===== src/rtl/tl_tracker_pkg.sv =====
// Shared types and constants for the TileLink in-flight tracker.
package tl_tracker_pkg;

    // Per-source-ID state
    typedef enum logic [0:0] {
        IDLE = 1'b0,
        PEND = 1'b1
    } slot_state_e;

    // Error reporting priority for err_source (lower value wins)
    localparam int unsigned ERR_PRIO_ORPHAN  = 0;
    localparam int unsigned ERR_PRIO_DUP     = 1;
    localparam int unsigned ERR_PRIO_TIMEOUT = 2;
    localparam int unsigned ERR_KINDS        = 3;

    // Watchdog age counter width
    localparam int unsigned AGE_W = 16;

endpackage


===== src/rtl/tl_inflight_slot.sv =====
// One source-ID tracker: IDLE/PEND FSM, beat counter and optional watchdog.
// Watchdog built only when TL_TRACKER_WATCHDOG_EN is defined.
module tl_inflight_slot
    import tl_tracker_pkg::*;
#(
    parameter int unsigned BEAT_W  = 2,
    parameter int unsigned TIMEOUT = 255
) (
    input  logic              clock,
    input  logic              reset_n,
    input  logic              a_fire,
    input  logic [BEAT_W-1:0] a_beats,
    input  logic              d_fire,
    output logic              pend,
    output logic              dup_c,
    output logic              orphan_c,
    output logic              timeout_c
);

    slot_state_e       state_q, state_d;
    logic [BEAT_W-1:0] cnt_q, cnt_d;
    logic [BEAT_W-1:0] rem_q, rem_d;
    logic              final_beat;

    assign pend       = (state_q == PEND);
    assign final_beat = d_fire && (cnt_q == rem_q);

    // Next-state, counter and error decode
    always_comb begin
        state_d  = state_q;
        cnt_d    = cnt_q;
        rem_d    = rem_q;
        dup_c    = 1'b0;
        orphan_c = 1'b0;
        case (state_q)
            IDLE: begin
                if (d_fire) orphan_c = 1'b1;
                if (a_fire) begin
                    state_d = PEND;
                    rem_d   = a_beats;
                    cnt_d   = '0;
                end
            end
            PEND: begin
                if (a_fire && final_beat) begin
                    // Back-to-back reuse of the ID: reload, no error
                    rem_d = a_beats;
                    cnt_d = '0;
                end else begin
                    if (a_fire) dup_c = 1'b1;
                    if (final_beat)  state_d = IDLE;
                    else if (d_fire) cnt_d   = cnt_q + BEAT_W'(1);
                end
            end
            default: state_d = IDLE;
        endcase
    end

    // State and counter registers
    always_ff @(posedge clock) begin
        if (!reset_n) begin
            state_q <= IDLE;
            cnt_q   <= '0;
            rem_q   <= '0;
        end else begin
            state_q <= state_d;
            cnt_q   <= cnt_d;
            rem_q   <= rem_d;
        end
    end

`ifdef TL_TRACKER_WATCHDOG_EN
    logic [AGE_W-1:0] age_q, age_d;

    // Age counter: cleared on entry, exit and D beats; saturates at TIMEOUT
    always_comb begin
        age_d = age_q;
        if (state_q == IDLE || state_d == IDLE || d_fire) begin
            age_d = '0;
        end else if (age_q != AGE_W'(TIMEOUT)) begin
            age_d = age_q + AGE_W'(1);
        end
        timeout_c = (age_d == AGE_W'(TIMEOUT)) && (age_q != AGE_W'(TIMEOUT));
    end

    // Age register
    always_ff @(posedge clock) begin
        if (!reset_n) age_q <= '0;
        else          age_q <= age_d;
    end
`else
    logic unused_timeout;
    assign unused_timeout = ^AGE_W'(TIMEOUT);
    assign timeout_c      = 1'b0;
`endif

endmodule


===== src/rtl/tl_inflight_tracker.sv =====
// TileLink in-flight tracker: per-source-ID outstanding bitmap and protocol
// error detection. Optional watchdog enabled by TL_TRACKER_WATCHDOG_EN.
module tl_inflight_tracker
    import tl_tracker_pkg::*;
#(
    parameter int unsigned SOURCE_W = 1,
    parameter int unsigned BEAT_W   = 2,
    parameter int unsigned TIMEOUT  = 255
) (
    input  logic                   clock,
    input  logic                   reset_n,
    input  logic                   a_valid,
    input  logic                   a_ready,
    input  logic [SOURCE_W-1:0]    a_source,
    input  logic [BEAT_W-1:0]      a_beats,
    input  logic                   d_valid,
    input  logic                   d_ready,
    input  logic [SOURCE_W-1:0]    d_source,
    output logic [2**SOURCE_W-1:0] inflight,
    output logic                   err_dup_a,
    output logic                   err_orphan_d,
    output logic                   err_timeout,
    output logic                   err_sticky,
    output logic [SOURCE_W-1:0]    err_source
);

    localparam int unsigned NUM_ID = 2 ** SOURCE_W;

    logic              a_fire, d_fire;
    logic [NUM_ID-1:0] dup_vec, orphan_vec, timeout_vec;
    logic [NUM_ID-1:0] kind_vec [ERR_KINDS];

    logic                err_dup_a_q, err_dup_a_d;
    logic                err_orphan_d_q, err_orphan_d_d;
    logic                err_timeout_q, err_timeout_d;
    logic                err_sticky_q, err_sticky_d;
    logic [SOURCE_W-1:0] err_source_q, err_source_d;

    assign a_fire = a_valid && a_ready;
    assign d_fire = d_valid && d_ready;

    // One tracker slot per source ID
    for (genvar i = 0; i < NUM_ID; i++) begin : g_slot
        tl_inflight_slot #(
            .BEAT_W  (BEAT_W),
            .TIMEOUT (TIMEOUT)
        ) u_slot (
            .clock     (clock),
            .reset_n   (reset_n),
            .a_fire    (a_fire && (a_source == SOURCE_W'(i))),
            .a_beats   (a_beats),
            .d_fire    (d_fire && (d_source == SOURCE_W'(i))),
            .pend      (inflight[i]),
            .dup_c     (dup_vec[i]),
            .orphan_c  (orphan_vec[i]),
            .timeout_c (timeout_vec[i])
        );
    end

    // Error pulses, sticky flag and prioritised source encode
    always_comb begin
        logic found;
        err_dup_a_d    = |dup_vec;
        err_orphan_d_d = |orphan_vec;
        err_timeout_d  = |timeout_vec;
        err_sticky_d   = err_sticky_q | err_dup_a_d | err_orphan_d_d | err_timeout_d;
        err_source_d   = err_source_q;
        found          = 1'b0;
        kind_vec[ERR_PRIO_ORPHAN]  = orphan_vec;
        kind_vec[ERR_PRIO_DUP]     = dup_vec;
        kind_vec[ERR_PRIO_TIMEOUT] = timeout_vec;
        for (int unsigned p = 0; p < ERR_KINDS; p++) begin
            for (int unsigned i = 0; i < NUM_ID; i++) begin
                if (!found && kind_vec[p][i]) begin
                    found        = 1'b1;
                    err_source_d = SOURCE_W'(i);
                end
            end
        end
    end

    // Error output registers
    always_ff @(posedge clock) begin
        if (!reset_n) begin
            err_dup_a_q    <= 1'b0;
            err_orphan_d_q <= 1'b0;
            err_timeout_q  <= 1'b0;
            err_sticky_q   <= 1'b0;
            err_source_q   <= '0;
        end else begin
            err_dup_a_q    <= err_dup_a_d;
            err_orphan_d_q <= err_orphan_d_d;
            err_timeout_q  <= err_timeout_d;
            err_sticky_q   <= err_sticky_d;
            err_source_q   <= err_source_d;
        end
    end

    assign err_dup_a    = err_dup_a_q;
    assign err_orphan_d = err_orphan_d_q;
    assign err_timeout  = err_timeout_q;
    assign err_sticky   = err_sticky_q;
    assign err_source   = err_source_q;

endmodule


===== config.mk =====
export PLATFORM = sky130hd
export DESIGN_NAME = tl_inflight_tracker
export DESIGN_NICKNAME = d
export VERILOG_FILES = /design/src/rtl/tl_tracker_pkg.sv /design/src/rtl/tl_inflight_slot.sv /design/src/rtl/tl_inflight_tracker.sv
export SDC_FILE = /design/constraint.sdc
export NUM_CORES = 1
export LEC_CHECK = 0
export CAP_MARGIN = 15
export CORE_MARGIN = 5
export CORE_UTILIZATION = 58
export CTS_CLUSTER_SIZE = 16
export DETAILED_ROUTE_END_ITERATION = 12
export DONT_BUFFER_PORTS = 1
export GPL_TIMING_DRIVEN = 0
export MAX_ROUTING_LAYER = met4
export PLACE_DENSITY_LB_ADDON = 0.15
export SETUP_SLACK_MARGIN = 0.1
export SLEW_MARGIN = 20
export SYNTH_ARGS = -nofsm -noshare
export SYNTH_HDL_FRONTEND = slang
export SYNTH_SLANG_ARGS = --single-unit

===== constraint.sdc =====
create_clock -name clock -period 4.1 [get_ports clock]
set_clock_uncertainty 0.1 [all_clocks]
set_input_delay 0.41 -clock clock [delete_from_list [all_inputs] [get_ports clock]]
set_output_delay 0.41 -clock clock [all_outputs]
set_load 0.01 [all_outputs]

==> results <==
- The flow ran to the end, and the final reports show no timing, DRC or antenna violations.
- The die width is about 47 um.
- The library cell used most frequently in the layout, excluding fill and tap cells, is sky130_fd_sc_hd__dfxtp_1.
- The total inserted antenna cells is 0.
- The post-synthesis cell type with the largest combined area is sky130_fd_sc_hd__dfxtp_1.
- The floorplan step set the die height to 47.07 um.
- For this run, the total global-route usage over all layers was measured as 16.98%.
- At the worst endpoint, the arrival time is around 1.5 ns.
- The number of antenna violations at the first check in global routing is 0.
- The share of the cycle needed by the critical path after routing is between 30% and 40%.
- The fraction of the yosys area taken by sequential cells is a little over a third.
- Clock-pin slew was measured on the worst setup and hold paths at ~0.08 ns.
- Fill cells in the final layout number 125.
- Buffers inserted during clock tree synthesis total 3.
- The final RePlAce weighted congestion is ~0.87.
- Summed over all cells, the static leakage comes to about 0.00036 uW.
- In this run the post-CTS setup repair buffer count came out at 0.
- STA classifies the critical path startpoint as a flop.
- Summing all multi-input logic gate instances after layout gives 479.2 um^2.
- The TritonCTS clock tree is done.
- The fraction of the core area covered by cells at the end of the flow is 64.42%.
- The antenna violation net count after detailed routing is 0.
- The later pin in the worst-skew pair is clocked with a latency of ~0.27 ns.
- The number of H-tree levels is 1.
- Setup repair after global routing left no endpoint under its margin.
- Power spread over the standard cell area amounts to between 200 and 300 mW/mm^2.
- The number of remaining DRC errors is 0.
- In the final routed layout, each cell accounts on average for between 10 and 15 um.
- The time the final worst path needs with I/O delays and setup is between 1 and 1.5 ns.
- The floorplan has 13 rows.
- The first global-routing pass estimated 2.497 mm of wire.
- In the layout the commonest cells are sky130_fd_sc_hd__dfxtp_1 (14), sky130_fd_sc_hd__nand2_1 (12), sky130_fd_sc_hd__mux2i_1 (6).
- The cell count after synthesis came out at 85.
- The final route contains just over 600 vias.
- The net count of the finished layout is 100.
- The root buffer cell chosen for the clock tree is sky130_fd_sc_hd__clkbuf_4.
- The maximum buffer depth of the clock tree is 2.
- The storage element area is 280.3 um^2.
- Along the worst path, the maximum fanout reaches 4.
- Ranked by total cell area, the synthesized netlist is headed by sky130_fd_sc_hd__dfxtp_1 (35%), sky130_fd_sc_hd__mux2i_1 (7.5%), sky130_fd_sc_hd__nand2_1 (5.7%).
- The post-route netlist has 14.77% of its cells at a drive strength greater than 1.
- The number of maximum-capacitance violations is 0.
- For flop-to-flop paths, the worst setup slack is 2.62 ns.
- The count of pins over their slew limit is 0.
- The worst hold slack is around 0.2 ns.
- After clock tree synthesis, the repair step resized 0 gates.
- The average footprint of a synthesized cell is about 9.4 um^2.
- In this run, the number of DRC markers left after iteration 0 of detailed routing was 28.
- Port buffering added 0 buffers.
- The worst supply voltage drop on vdd is ~170 uV.
- The post-synthesis register bit count is 14.
- The number of global-route vias before repair is around 540.
- The share of the synthesized area in the top cell type is a little over a third.
- The total negative slack is 0 ns.
- The type of the tightest min-delay check is primary input to flop.
- For this run, the number of Yosys warnings is 0.
- Compared with the post-synthesis result, the final layout area differs by 5.181%.
- The area of the die is between 0.002 and 0.0025 mm^2.
- The kind of critical path is flop to flop.
- The floorplan step defined a core boundary enclosing ~0.0013 mm^2.
- After detailed routing, the number of vias per cell comes to 5.903.
- The maximum number of pins on one net before global-route repair is 11.
- STA classifies the critical path endpoint as a flop.
- For this design the top-level I/O count stands at 17.
- Setup violations remaining at the end of the flow were counted as 0.
- In this run, post-CTS hold repair placed 0 buffers.
- Once the floorplan was initialized, standard cells occupied approximately three fifths of the core.
- The post-synth net total is 95.
- Global routing finished with a remaining overflow of 0.
- After synthesis the cells add up to about 800 um^2.
- The pre-antenna-repair detailed-routing pass consisted of 4 iterations.
- The final HPWL from detailed placement is between 1 and 1.5 mm.
- The wire length reported by the detailed router is 1.526 mm.
- STA puts the critical path data required time at roughly 4.2 ns.
- For this run, the top clock speed supported by timing is approximately 680 MHz.
- The number of failing hold endpoints at the final stage is 0.
- In this run, distinct cell masters in the synthesized netlist total 32.
- CTS saw 14 sinks.
[area by class of cell]
class                           instances  share of cell area [%]
Buffer                                  5                   3.582
Clock buffer                            3                   2.687
Inverter                                2                  0.8955
Multi-Input combinational cell         64                   57.16
Sequential cell                        14                   33.43
Tap cell                               15                   2.239
[cell usage after synthesis (all sizes together)]
cell	n
nand2	12
nor4	1
o31a	2
o31ai	3
o21a	3
a21oi	2
conb	1
a31o	1
clkbuf	2
and3b	2
inv	2
a21boi	4
nand2b	1
xor2	4
o21ai	6
nand3	2
and2	2
nand3b	2
nor3b	1
o211ai	2
buf	3
or3	1
o311ai	1
dfxtp	14
and3	5
mux2i	6
[kinds of logic (layout without fill, tap and decap cells)]
family,after synthesis,in the layout,share of synthesized area (%)
flip-flops,14,14,35.16
AO/OA/AOI/OAI,24,24,23.86
buffers and inverters,7,10,4.710
other,1,1,0.4705
AND/OR/NAND/NOR,29,29,21.98
multiplexers,6,6,7.536
XOR/XNOR,4,4,6.280
[worst paths after layout]
path | startpoint | cells after the start | end
worst min-delay path | a_beats[0] | 2 | g_slot[1].u_slot.rem_q[0]
worst max-delay path | g_slot[0].u_slot.cnt_q[0] | 4 | err_sticky
worst min register to register | g_slot[0].u_slot.rem_q[1] | 2 | g_slot[0].u_slot.rem_q[1]
worst max register to register | g_slot[0].u_slot.cnt_q[0] | 4 | err_sticky
[critical path, stage by stage (launching register included)]
cell,delay [ns]
sky130_fd_sc_hd__dfxtp_1,0.34
sky130_fd_sc_hd__xor2_1,0.20
sky130_fd_sc_hd__o311ai_2,0.35
sky130_fd_sc_hd__o21ai_2,0.10
sky130_fd_sc_hd__o31a_1,0.28
[flip-flops by register name, indices dropped and copies added (netlist names)]
register	cells
g_slot.u_slot.rem_q	4
err_sticky	1
err_dup_a	1
g_slot.u_slot.cnt_q	4
g_slot.u_slot.pend	2
err_orphan_d	1
err_source	1
[report_power, final]
group | switching [uW] | total (uW) | internal (uW) | leakage, uW
combinational | 13.4 | 25.0 | 11.6 | 0.000230
clock | 40.7 | 74.7 | 34.0 | 0.0000138
sequential | 5.66 | 146 | 140 | 0.000114
total | 59.7 | 246 | 186 | 0.000358
[metal layers]
layer / wire, um / vias to the layer above / global-route usage, %
li1: - / 310 / -
met1: 683 / 280 / 22.92
met2: 729 / 18 / 22.76
met3: 113 / 0 / 3.831
met4: 0 / 0 / 9.945
met5: 0 / - / -
[per-stage QoR]
step	std cells	total power, uW	area [um^2]	setup slack (ns)
2_1_floorplan	85	169.0	797.0	2.645
3_3_place_gp	100	173.2	815.8	2.581
3_5_place_dp	100	174.0	815.8	2.562
4_1_cts	103	249.9	838.3	2.630
5_1_grt	103	262.1	838.3	2.532
6_report	103	245.5	838.3	2.622
Note: power is estimated with default switching activity, not from simulation.
